`src/rtl/evo_sweep_harness_if.sv`:
```
// Bundle of the board-side and CUT-side signals of the sweep harness.
//   master : board/testbench side, drives mode/start/sel/manual_in/cut_outs.
//   slave  : harness side, drives stim/sel_out/busy/done/results/sel_active.
// Parameters must match those of the harness instance that uses this bundle.
interface evo_sweep_harness_if #(
    parameter int N_CIRCUITS = 32,
    parameter int SEL_W      = 5,
    parameter int IN_W       = 5
);
    logic                  mode;
    logic                  start;
    logic [SEL_W-1:0]      sel;
    logic [IN_W-1:0]       manual_in;
    logic [N_CIRCUITS-1:0] cut_outs;
    logic [IN_W-1:0]       stim;
    logic                  sel_out;
    logic                  busy;
    logic                  done;
    logic [IN_W:0]         ones_count;
    logic [15:0]           signature;
    logic [SEL_W-1:0]      sel_active;

    modport master (
        output mode, start, sel, manual_in, cut_outs,
        input  stim, sel_out, busy, done, ones_count, signature, sel_active
    );

    modport slave (
        input  mode, start, sel, manual_in, cut_outs,
        output stim, sel_out, busy, done, ones_count, signature, sel_active
    );
endinterface

```
`src/rtl/evo_sweep_harness.sv`:
```
// Stimulus/observation harness for a bank of evolved circuits-under-test.
// Manual mode: stimulus follows manual_in, the selected CUT output is shown.
// Sweep mode: every input vector 0..2^IN_W-1 is applied in turn, held for
// SETTLE_CYCLES cycles, then the selected CUT output is sampled into a
// ones-count and a 16-bit MISR signature.
// Ports:
//   CLOCK_50 : single clock, all state on its rising edge
//   RST_N    : asynchronous active-low reset
//   bus      : slave side of evo_sweep_harness_if (mode/start/sel/manual_in/
//              cut_outs in; stim/sel_out/busy/done/ones_count/signature/
//              sel_active out)
module evo_sweep_harness #(
    parameter int N_CIRCUITS    = 32,
    parameter int SEL_W         = 5,
    parameter int IN_W          = 5,
    parameter int SETTLE_CYCLES = 4
) (
    input  logic                 CLOCK_50,
    input  logic                 RST_N,
    evo_sweep_harness_if.slave   bus
);
    localparam int CNT_W = (SETTLE_CYCLES > 1) ? $clog2(SETTLE_CYCLES) : 1;
    localparam logic [CNT_W-1:0] CNT_RELOAD = CNT_W'(SETTLE_CYCLES - 1);
    localparam logic [15:0] MISR_POLY = 16'h1021;
    localparam logic [15:0] MISR_SEED = 16'hFFFF;

    typedef enum logic [1:0] {IDLE, SETTLE, SAMPLE, DONE} state_t;

    state_t            state_reg, state_next;
    logic [IN_W-1:0]   vec_reg, vec_next;
    logic [CNT_W-1:0]  cnt_reg, cnt_next;
    logic [IN_W-1:0]   stim_reg, stim_next;
    logic              sel_out_reg, sel_out_next;
    logic              busy_reg, busy_next;
    logic              done_reg, done_next;
    logic [IN_W:0]     ones_reg, ones_next;
    logic [15:0]       sig_reg, sig_next;
    logic [SEL_W-1:0]  sel_active_reg, sel_active_next;
    logic              start_q_reg;

    // Pad the CUT outputs to the full index range so out-of-range selects
    // read a constant 0 instead of an undefined bit.
    logic [2**SEL_W-1:0] cut_padded;
    genvar gi;
    generate
        for (gi = 0; gi < 2**SEL_W; gi++) begin : g_pad
            if (gi < N_CIRCUITS) begin : g_in
                assign cut_padded[gi] = bus.cut_outs[gi];
            end else begin : g_out
                assign cut_padded[gi] = 1'b0;
            end
        end
    endgenerate

    logic sel_bit;
    logic start_edge;
    logic misr_fb;

    assign sel_bit    = cut_padded[sel_active_reg];
    assign start_edge = bus.start & ~start_q_reg;
    assign misr_fb    = sig_reg[15] ^ sel_bit;

    always_comb begin
        state_next      = state_reg;
        vec_next        = vec_reg;
        cnt_next        = cnt_reg;
        stim_next       = stim_reg;
        sel_out_next    = sel_out_reg;
        busy_next       = busy_reg;
        done_next       = done_reg;
        ones_next       = ones_reg;
        sig_next        = sig_reg;
        sel_active_next = sel_active_reg;

        case (state_reg)
            IDLE, DONE: begin
                if (bus.mode && start_edge) begin
                    // Select is latched here and frozen for the whole sweep.
                    state_next      = SETTLE;
                    sel_active_next = bus.sel;
                    vec_next        = '0;
                    stim_next       = '0;
                    ones_next       = '0;
                    sig_next        = MISR_SEED;
                    done_next       = 1'b0;
                    busy_next       = 1'b1;
                    cnt_next        = CNT_RELOAD;
                end else if (!bus.mode) begin
                    // Manual tracking; sel_out uses the previous sel_active,
                    // so it trails sel by two cycles. Results are untouched.
                    stim_next       = bus.manual_in;
                    sel_active_next = bus.sel;
                    sel_out_next    = sel_bit;
                end
            end
            SETTLE: begin
                if (cnt_reg == '0) begin
                    state_next = SAMPLE;
                end else begin
                    cnt_next = cnt_reg - CNT_W'(1);
                end
            end
            SAMPLE: begin
                sel_out_next = sel_bit;
                ones_next    = ones_reg + {{IN_W{1'b0}}, sel_bit};
                sig_next     = {sig_reg[14:0], 1'b0} ^ (misr_fb ? MISR_POLY : 16'h0000);
                if (vec_reg == {IN_W{1'b1}}) begin
                    state_next = DONE;
                    busy_next  = 1'b0;
                    done_next  = 1'b1;
                end else begin
                    vec_next   = vec_reg + IN_W'(1);
                    stim_next  = vec_reg + IN_W'(1);
                    cnt_next   = CNT_RELOAD;
                    state_next = SETTLE;
                end
            end
            default: state_next = IDLE;
        endcase
    end

    always_ff @(posedge CLOCK_50 or negedge RST_N) begin
        if (!RST_N) begin
            state_reg      <= IDLE;
            vec_reg        <= '0;
            cnt_reg        <= '0;
            stim_reg       <= '0;
            sel_out_reg    <= 1'b0;
            busy_reg       <= 1'b0;
            done_reg       <= 1'b0;
            ones_reg       <= '0;
            sig_reg        <= MISR_SEED;
            sel_active_reg <= '0;
            start_q_reg    <= 1'b0;
        end else begin
            state_reg      <= state_next;
            vec_reg        <= vec_next;
            cnt_reg        <= cnt_next;
            stim_reg       <= stim_next;
            sel_out_reg    <= sel_out_next;
            busy_reg       <= busy_next;
            done_reg       <= done_next;
            ones_reg       <= ones_next;
            sig_reg        <= sig_next;
            sel_active_reg <= sel_active_next;
            start_q_reg    <= bus.start;
        end
    end

    assign bus.stim       = stim_reg;
    assign bus.sel_out    = sel_out_reg;
    assign bus.busy       = busy_reg;
    assign bus.done       = done_reg;
    assign bus.ones_count = ones_reg;
    assign bus.signature  = sig_reg;
    assign bus.sel_active = sel_active_reg;
endmodule

```
`src/flat_wrapper.sv`:
```
// flat-port wrapper written by rule: the top's interface ports become plain ports
module evo_sweep_harness_flat 
#(
    parameter int N_CIRCUITS    = 32,
    parameter int SEL_W         = 5,
    parameter int IN_W          = 5,
    parameter int SETTLE_CYCLES = 4
)
  (CLOCK_50, RST_N, bus_mode, bus_start, bus_sel, bus_manual_in, bus_cut_outs, bus_stim, bus_sel_out, bus_busy, bus_done, bus_ones_count, bus_signature, bus_sel_active);
  evo_sweep_harness_if #(.N_CIRCUITS(N_CIRCUITS), .SEL_W(SEL_W), .IN_W(IN_W)) bus_i ();
  input  logic CLOCK_50;
  input  logic RST_N;
  input wire logic [$bits(bus_i.mode)-1:0] bus_mode;
  input wire logic [$bits(bus_i.start)-1:0] bus_start;
  input wire logic [$bits(bus_i.sel)-1:0] bus_sel;
  input wire logic [$bits(bus_i.manual_in)-1:0] bus_manual_in;
  input wire logic [$bits(bus_i.cut_outs)-1:0] bus_cut_outs;
  output wire logic [$bits(bus_i.stim)-1:0] bus_stim;
  output wire logic [$bits(bus_i.sel_out)-1:0] bus_sel_out;
  output wire logic [$bits(bus_i.busy)-1:0] bus_busy;
  output wire logic [$bits(bus_i.done)-1:0] bus_done;
  output wire logic [$bits(bus_i.ones_count)-1:0] bus_ones_count;
  output wire logic [$bits(bus_i.signature)-1:0] bus_signature;
  output wire logic [$bits(bus_i.sel_active)-1:0] bus_sel_active;
  assign bus_i.mode = bus_mode;
  assign bus_i.start = bus_start;
  assign bus_i.sel = bus_sel;
  assign bus_i.manual_in = bus_manual_in;
  assign bus_i.cut_outs = bus_cut_outs;
  assign bus_stim = bus_i.stim;
  assign bus_sel_out = bus_i.sel_out;
  assign bus_busy = bus_i.busy;
  assign bus_done = bus_i.done;
  assign bus_ones_count = bus_i.ones_count;
  assign bus_signature = bus_i.signature;
  assign bus_sel_active = bus_i.sel_active;
  evo_sweep_harness #(.N_CIRCUITS(N_CIRCUITS), .SEL_W(SEL_W), .IN_W(IN_W), .SETTLE_CYCLES(SETTLE_CYCLES)) u_core (.CLOCK_50(CLOCK_50), .RST_N(RST_N), .bus(bus_i));
endmodule
```
`config.mk`:
```
export PLATFORM = sky130hd
export DESIGN_NAME = evo_sweep_harness_flat
export DESIGN_NICKNAME = d
export VERILOG_FILES = /design/src/rtl/evo_sweep_harness_if.sv /design/src/rtl/evo_sweep_harness.sv /design/src/flat_wrapper.sv
export SDC_FILE = /design/constraint.sdc
export NUM_CORES = 1
export LEC_CHECK = 0
export CORE_ASPECT_RATIO = 1.2
export CORE_MARGIN = 1
export CORE_UTILIZATION = 35
export DETAILED_ROUTE_END_ITERATION = 8
export DONT_BUFFER_PORTS = 1
export GPL_TIMING_DRIVEN = 0
export PLACE_DENSITY = 0.5
export SETUP_SLACK_MARGIN = 0.02
export SYNTH_ARGS = -nofsm -noshare
export SYNTH_HDL_FRONTEND = slang
export SYNTH_SLANG_ARGS = --single-unit
```
`constraint.sdc`:
```
create_clock -name CLOCK_50 -period 3.8 [get_ports CLOCK_50]
set_clock_uncertainty 0.15 [all_clocks]
set_input_delay 0.19 -clock CLOCK_50 [delete_from_list [all_inputs] [get_ports CLOCK_50]]
set_output_delay 0.19 -clock CLOCK_50 [all_outputs]
set_load 0.01 [all_outputs]
```
==> metrics.txt, run 1 <==
outcome=complete, no violations; maximum clock frequency=374 MHz; number of nets in the synthesized netlist=around 270; path depth of the worst reg2reg path=13; post-synthesis share of cell area spent on xor and xnor gates=under 10%; least setup slack across all paths after layout=between 1000 and 1500 ps; Worst setup startpoint=u_core.bus.sel_active[1]$_DFFE_PN0P_; Die ar.=~7100 um^2; Total Routing Usage GR=14.5%; H-Tree Depth=2; post-synthesis to final-layout area growth=15.3%; required time at the endpoint of the critical path=3820 ps; cell types occupying the most area after synthesis=dfrtp_1, dfstp_2, mux2i_1, o22a_1, ha_1; leading cell types in the layout, fill and taps excluded=dfrtp_1, nand2_1, mux2i_1; kind of start point of the critical path=register; Slew Limit Fails=0; fraction of final layout cells with drive strength greater than 1=18.6%; area of all placed cells without fillers=around 2700 um^2; # setup viols final=0; DRT iter0 DRCs=82; row count=32; Worst R2R End=u_core.bus.ones_count[4]$_DFFE_PN0P_; minimum setup slack among reg-to-reg paths=between 1000 and 1500 ps; primary flip-flop cell chosen by synthesis mapping=dfrtp_1; share of synthesized area spent on multiplexers=10.5%; remaining antenna violation count after routing=0; placed cell count=305; via count of the first global-routing pass=between 1500 and 2000; leading cell type in the layout, fill and taps excluded=dfrtp_1; total number of vias=1695; number of buffers created by CTS=5; hold crit path type=in2reg; crit-path most repeated cell=ha_1; number of vias per cell after detailed routing=5.18; root buf cell=clkbuf_8; Layout fillers=roughly 660; Post-layout nets=295; effective utilization at floorplan=36.6%; number of synthesized flops with an enable pin=0; headroom to the max-slew limit=54.9%; clock insertion delay at the later pin of the skew report=300 ps; number of buffers inserted to repair setup after CTS=0; antenna violations before repair=0; share of the synthesized area in compound gates (AO/OA/AOI/OAI)=18.0%; largest area contributor in the netlist=dfrtp_1; proportion of synthesized flip-flops having asynchronous set or reset=100%; first-pass GRT wire length=between 8 and 9 mm; DRT Wirelength=4.88 mm; gate count of the mapped netlist=220; Final Hold Viols=0; Detailed Place HPWL=3.50 mm; cells along the critical path=buf_6 > buf_12 > mux2i_1 > a21oi_1 > nand3_2 > nand2_2 > a311oi_4 > inv_1 > ha_1 > ha_1 > nand4_1 > xor2_1 > nor2_1; Post-Route Setup TNS=0 ps; Final period util=70.4%; Least-Margin Pin Slew=approximately 670 ps; clock transition at the registers of the reported paths=roughly 90 ps; Synth Area in Simple Gates=11.7%; PortBufs=0; Pwr per Cell Area=about 720 nW/um^2; min cycle time layout=2670 ps; area of the mapped netlist=around 2400 um^2; post-synthesis average cell area=approximately 11 um^2; post-synthesis sequential area ratio=48.3%; total overflow reported by the global router=0; Critical Path AT=2690 ps; Worst Path Max Fanout=10; combinational family with the most area after synthesis=compound AO/OA/AOI/OAI gates; synthesized-area fraction occupied by adder cells=4.22%; horizontal extent of the die=approximately 77 um; setup repair after global routing missed its margin=no; number of maximum-capacitance constraint violations=0; # DRC=0; synth unique cells=43; count of cells resized by post-cts repair=0; Reg2Reg Launch Point=u_core.bus.sel_active[1]$_DFFE_PN0P_; post-synthesis sequential element count=45; clock tree from TritonCTS=built; top-level port count=81; largest net degree at the start of global routing=46; start-to-end type of the worst setup path=reg2reg; Leakage Power=1.15 nW; largest vdd supply drop=275 uV; Critical Path End=u_core.bus.ones_count[4]$_DFFE_PN0P_; placeable core region=6490 um^2; pre-CTS worst setup slack=1080 ps; master of the slowest instance on the critical path=dfrtp_1; worst-case clock buffer depth=2; share of the synthesized area in the top cell type=30.6%; number of antenna repair diodes=0; Final Instance Count excl. Fillers=327; cell area reported after detailed placement=2480 um^2; capturing element type of the critical path=register; average wire per standard cell=14.9 um; Pre-antenna DRT Iters=5; total number of yosys warnings=0; Final GP Congestion=0.787; sink count of the clock tree=45; Largest stage delay, worst path=420 ps; number of flip-flops under the largest register name=16; Die Span Y=92.2 um
-- area by class of cell --
type	count	area, um^2	share of cell area (%)
Buffer	7	51.3	1.87
Tap cell	85	106	3.89
Clock inverter	2	16.3	0.594
Inverter	9	33.8	1.23
Clock buffer	6	82.6	3.02
Sequential cell	45	1150	41.9
Multi-Input combinational cell	159	1140	41.7
Timing Repair Buffer	14	158	5.76
-- power by group --
part | internal [W] | switching (W)
sequential | 0.000596 | 0.000137
combinational | 0.000396 | 0.000527
clock | 0.000150 | 0.000170
total | 0.00114 | 0.000835
-- synth_stat cells, drive strengths merged, types with 3 or more instances --
library cell / count
xor2: 6
buf: 3
a21boi: 4
o22a: 16
o21ai: 16
nand3: 5
inv: 9
ha: 8
clkbuf: 4
xnor2: 4
mux2i: 17
a22oi: 4
dfrtp: 29
nand2: 23
a21oi: 17
mux2: 7
dfstp: 16
nor2: 12
-- critical path: cells and delay by family (launching register included) --
kind                     cells  cell delay [ps]
XOR/XNOR                     1              150
AND/OR/NAND/NOR              4              310
buffers and inverters        3              420
adder cells (fa/ha/maj)      2              400
AO/OA/AOI/OAI                2              500
multiplexers                 1              180
flip-flops                   1              420
-- cells by family (layout without fill, tap and decap cells) --
| kind of cell | count (synthesis) | after routing |
|---|---|---|
| AND/OR/NAND/NOR | 55 | 55 |
| AO/OA/AOI/OAI | 62 | 62 |
| buffers and inverters | 16 | 38 |
| XOR/XNOR | 10 | 10 |
| adder cells (fa/ha/maj) | 8 | 8 |
| flip-flops | 45 | 45 |
| multiplexers | 24 | 24 |
-- what timing repair did --
action | in CTS | in global routing
hold endpoints to repair | 57 | 0
hold buffers | 14 | 0
setup endpoints to repair | 0 | 0
-- routing by layer --
| layer | up-vias | wire length [um] | part of all wire [%] | global-route usage [%] |
|---|---|---|---|---|
| li1 | 824 | - | - | - |
| met1 | 814 | 2180 | 45 | 17.6 |
| met2 | 55 | 2360 | 48 | 23.7 |
| met3 | 2 | 313 | 6.4 | 4.68 |
| met4 | 0 | 29 | 0.59 | 5.19 |
| met5 | - | 0 | 0 | 0 |
-- metrics by stage --
step,hold WS [ps],power (W),utilization [%]
after detailed placement,-254,0.00166,38.2
after global routing,174,0.00214,42.2
after global placement,-254,0.00165,38.2
final,130,0.00198,42.2
after floorplan,-256,0.00146,-
after CTS,119,0.00201,42.2
-- worst min path at each step --
stage                   from                              endpoint  slack, ps  cells past startpoint
detailed placement     RST_N  u_core.bus.ones_count[4]$_DFFE_PN0P_       -250                      0
floorplan              RST_N           u_core.bus.busy$_DFFE_PN0P_       -260                      0
global placement       RST_N  u_core.bus.ones_count[2]$_DFFE_PN0P_       -250                      0
finish              bus_mode  u_core.bus.ones_count[0]$_DFFE_PN0P_        130                      3
CTS                 bus_mode  u_core.bus.ones_count[1]$_DFFE_PN0P_        120                      3
global route        bus_mode        u_core.bus.stim[3]$_DFFE_PN0P_        170                      3
(Power assumes the default switching activity.)
==> inputs of run 2 (changes only) <==
--- a/config.mk
+++ b/config.mk
@@ -11,7 +11,7 @@
 export DETAILED_ROUTE_END_ITERATION = 8
 export DONT_BUFFER_PORTS = 1
 export GPL_TIMING_DRIVEN = 0
-export PLACE_DENSITY = 0.5
+export PLACE_DENSITY = 0.52
 export SETUP_SLACK_MARGIN = 0.02
 export SYNTH_ARGS = -nofsm -noshare
 export SYNTH_HDL_FRONTEND = slang
==> constraint.sdc (replaced) <==
create_clock -name CLOCK_50 -period 2.2 [get_ports CLOCK_50]
set_clock_uncertainty 0.15 [all_clocks]
set_input_delay 0.11 -clock CLOCK_50 [delete_from_list [all_inputs] [get_ports CLOCK_50]]
set_output_delay 0.11 -clock CLOCK_50 [all_outputs]
set_load 0.01 [all_outputs]
==> metrics.txt, run 2 (same netlist as run 1, synthesis figures left out) <==
Slew Limit Fails=0; fraction of final layout cells with drive strength greater than 1=29.1%; Worst R2R End=u_core.bus.ones_count[3]$_DFFE_PN0P_; start-to-end type of the worst setup path=reg2reg; number of antenna repair diodes=0; total overflow reported by the global router=0; headroom to the max-slew limit=53.4%; capturing element type of the critical path=register; power consumption=a little under 0.004 W; worst-case clock buffer depth=2; maximum clock frequency=417 MHz; # DRC=0; Worst Path Max Fanout=6; Leakage Power=1.23 nW; Die ar.=7120 um^2; failing checks=negative setup slack; Reg2Reg Launch Point=u_core.bus.sel_active[1]$_DFFE_PN0P_; Hold Path Origin=bus_mode; number of buffers created by CTS=5; PortBufs=0; clock tree from TritonCTS=built; number of maximum-capacitance constraint violations=0; instance count along the most critical hold path=3; master of the slowest instance on the critical path=dfrtp_1; Die Span Y=around 90 um; crit-path leading delay family=buffers and inverters; utilization after layout=a little under half; required time at the endpoint of the critical path=2220 ps; Total Routing Usage GR=15.0%; clock insertion delay at the later pin of the skew report=300 ps; top-level port count=81; pre-CTS worst setup slack=-418 ps; Largest stage delay, worst path=420 ps; row count=32; via count of the first global-routing pass=between 1500 and 2000; clock transition at the registers of the reported paths=about 90 ps; setup repair after global routing missed its margin=yes; min cycle time layout=2400 ps; path depth of the worst reg2reg path=13; antenna violations before repair=0; kind of start point of the critical path=register; sink of the worst hold path=u_core.bus.stim[3]$_DFFE_PN0P_; number of flip-flops under the largest register name=16; average wire per standard cell=15.3 um; effective utilization at floorplan=approximately 37%; minimum setup slack among reg-to-reg paths=-200 ps; Least-Margin Pin Slew=698 ps; Post-layout nets=about 300; hold crit path type=in2reg; cells along the critical path=buf_6 > buf_12 > mux2i_1 > a22oi_1 > nand2_1 > a21oi_2 > a311oi_4 > inv_2 > ha_4 > nand4_1 > buf_4 > xor2_1 > nor2_1; least setup slack across all paths after layout=-201 ps; H-Tree Depth=2; Layout fillers=630; buffer and inverter count on the worst path=4; horizontal extent of the die=77.2 um; # setup viols final=5; Final Hold Viols=0; DRT Wirelength=5.13 mm; DRT iter0 DRCs=51; Pwr per Cell Area=1330 nW/um^2; Pre-antenna DRT Iters=4; leading cell type in the layout, fill and taps excluded=dfrtp_1; sink count of the clock tree=45; Final GP Congestion=0.718; outcome=finished with violations; largest net degree at the start of global routing=46; root buf cell=clkbuf_8; Final period util=109%; first-pass GRT wire length=8.42 mm; Detailed Place HPWL=3.48 mm; remaining antenna violation count after routing=0; placeable core region=around 6500 um^2; number of vias per cell after detailed routing=5.18; Critical Path AT=2420 ps; post-synthesis to final-layout area growth=24.6%; leading cell types in the layout, fill and taps excluded=dfrtp_1, nand2_1, o22a_1, dfstp_2, a21oi_1; largest vdd supply drop=544 uV; total number of vias=roughly 1700
[run 2: changes by cell type in the layout (fill, tap and decap cells not counted), sizes merged]
cell      before  now
clkinvlp       1    0
clkinv         0    1
buf            4   12
a21boi         4    5
[run 2: final cells by class]
| class | instances | area, um^2 | area share [%] |
|---|---|---|---|
| timing repair buffer | 23 | 265 | 8.97 |
| sequential | 45 | 1150 | 38.8 |
| multi-input combinational | 160 | 1250 | 42.4 |
| clock inverter | 2 | 17.5 | 0.592 |
| clock buffer | 6 | 82.6 | 2.79 |
| inverter | 9 | 33.8 | 1.14 |
| buffer | 6 | 51.3 | 1.74 |
| tap | 85 | 106 | 3.60 |
[run 2: worst register-to-register path, cell delays in order, from the launching register on]
cell,delay [ps]
dfrtp_1,420
buf_6,180
buf_12,120
mux2i_1,200
a22oi_1,90
nand2_1,90
a21oi_2,50
a311oi_4,310
inv_2,70
ha_4,170
nand4_1,130
buf_4,130
xor2_1,140
nor2_1,50
[run 2: report_power, final]
group	total, W	switching (W)	internal (W)
combinational	0.00209	0.00105	0.00104
clock	0.000561	0.000300	0.000261
sequential	0.00128	0.000246	0.00103
[run 2: worst max path at each step]
stage	start	endpoint	slack (ps)	cells past startpoint
after floorplan	u_core.bus.sel_active[1]$_DFFE_PN0P_	u_core.bus.ones_count[4]$_DFFE_PN0P_	-160	13
after global placement	u_core.bus.sel_active[1]$_DFFE_PN0P_	u_core.bus.ones_count[4]$_DFFE_PN0P_	-400	13
after detailed placement	u_core.bus.sel_active[1]$_DFFE_PN0P_	u_core.bus.ones_count[4]$_DFFE_PN0P_	-420	11
after CTS	u_core.bus.sel_active[1]$_DFFE_PN0P_	u_core.bus.ones_count[5]$_DFFE_PN0P_	-240	12
after global routing	u_core.bus.sel_active[1]$_DFFE_PN0P_	u_core.bus.ones_count[3]$_DFFE_PN0P_	-360	13
final	u_core.bus.sel_active[1]$_DFFE_PN0P_	u_core.bus.ones_count[3]$_DFFE_PN0P_	-200	13
[run 2: what timing repair did]
| item | in CTS | in global routing |
|---|---|---|
| hold buffers | 14 | 0 |
| hold endpoints to repair | 59 | 0 |
| gates resized for setup | 10 | 13 |
| gates cloned | 1 | 1 |
| setup buffers | 5 | 3 |
| endpoints found under the setup margin | 16 | 26 |
| pin swaps | 10 | 10 |
[run 2: layer usage]
metal	track usage [%]	wire length, um	share of wire (%)
met2	25.4	2540	49
met5	0	0	0
met1	17.8	2220	43
met3	3.98	287	5.6
met4	6.13	87	1.7
[run 2: metrics by stage]
| stage | hold WS (ps) | instance area (um^2) | setup TNS [ps] | instances |
|---|---|---|---|---|
| floorplan | -336 | 2400 | -410 | 220 |
| global placement | -334 | 2510 | -3310 | 305 |
| detailed placement | -334 | 2510 | -3470 | 305 |
| CTS | 65.8 | 2870 | -998 | 332 |
| global route | 93.4 | 2960 | -2560 | 336 |
| finish | 64.8 | 2960 | -825 | 336 |
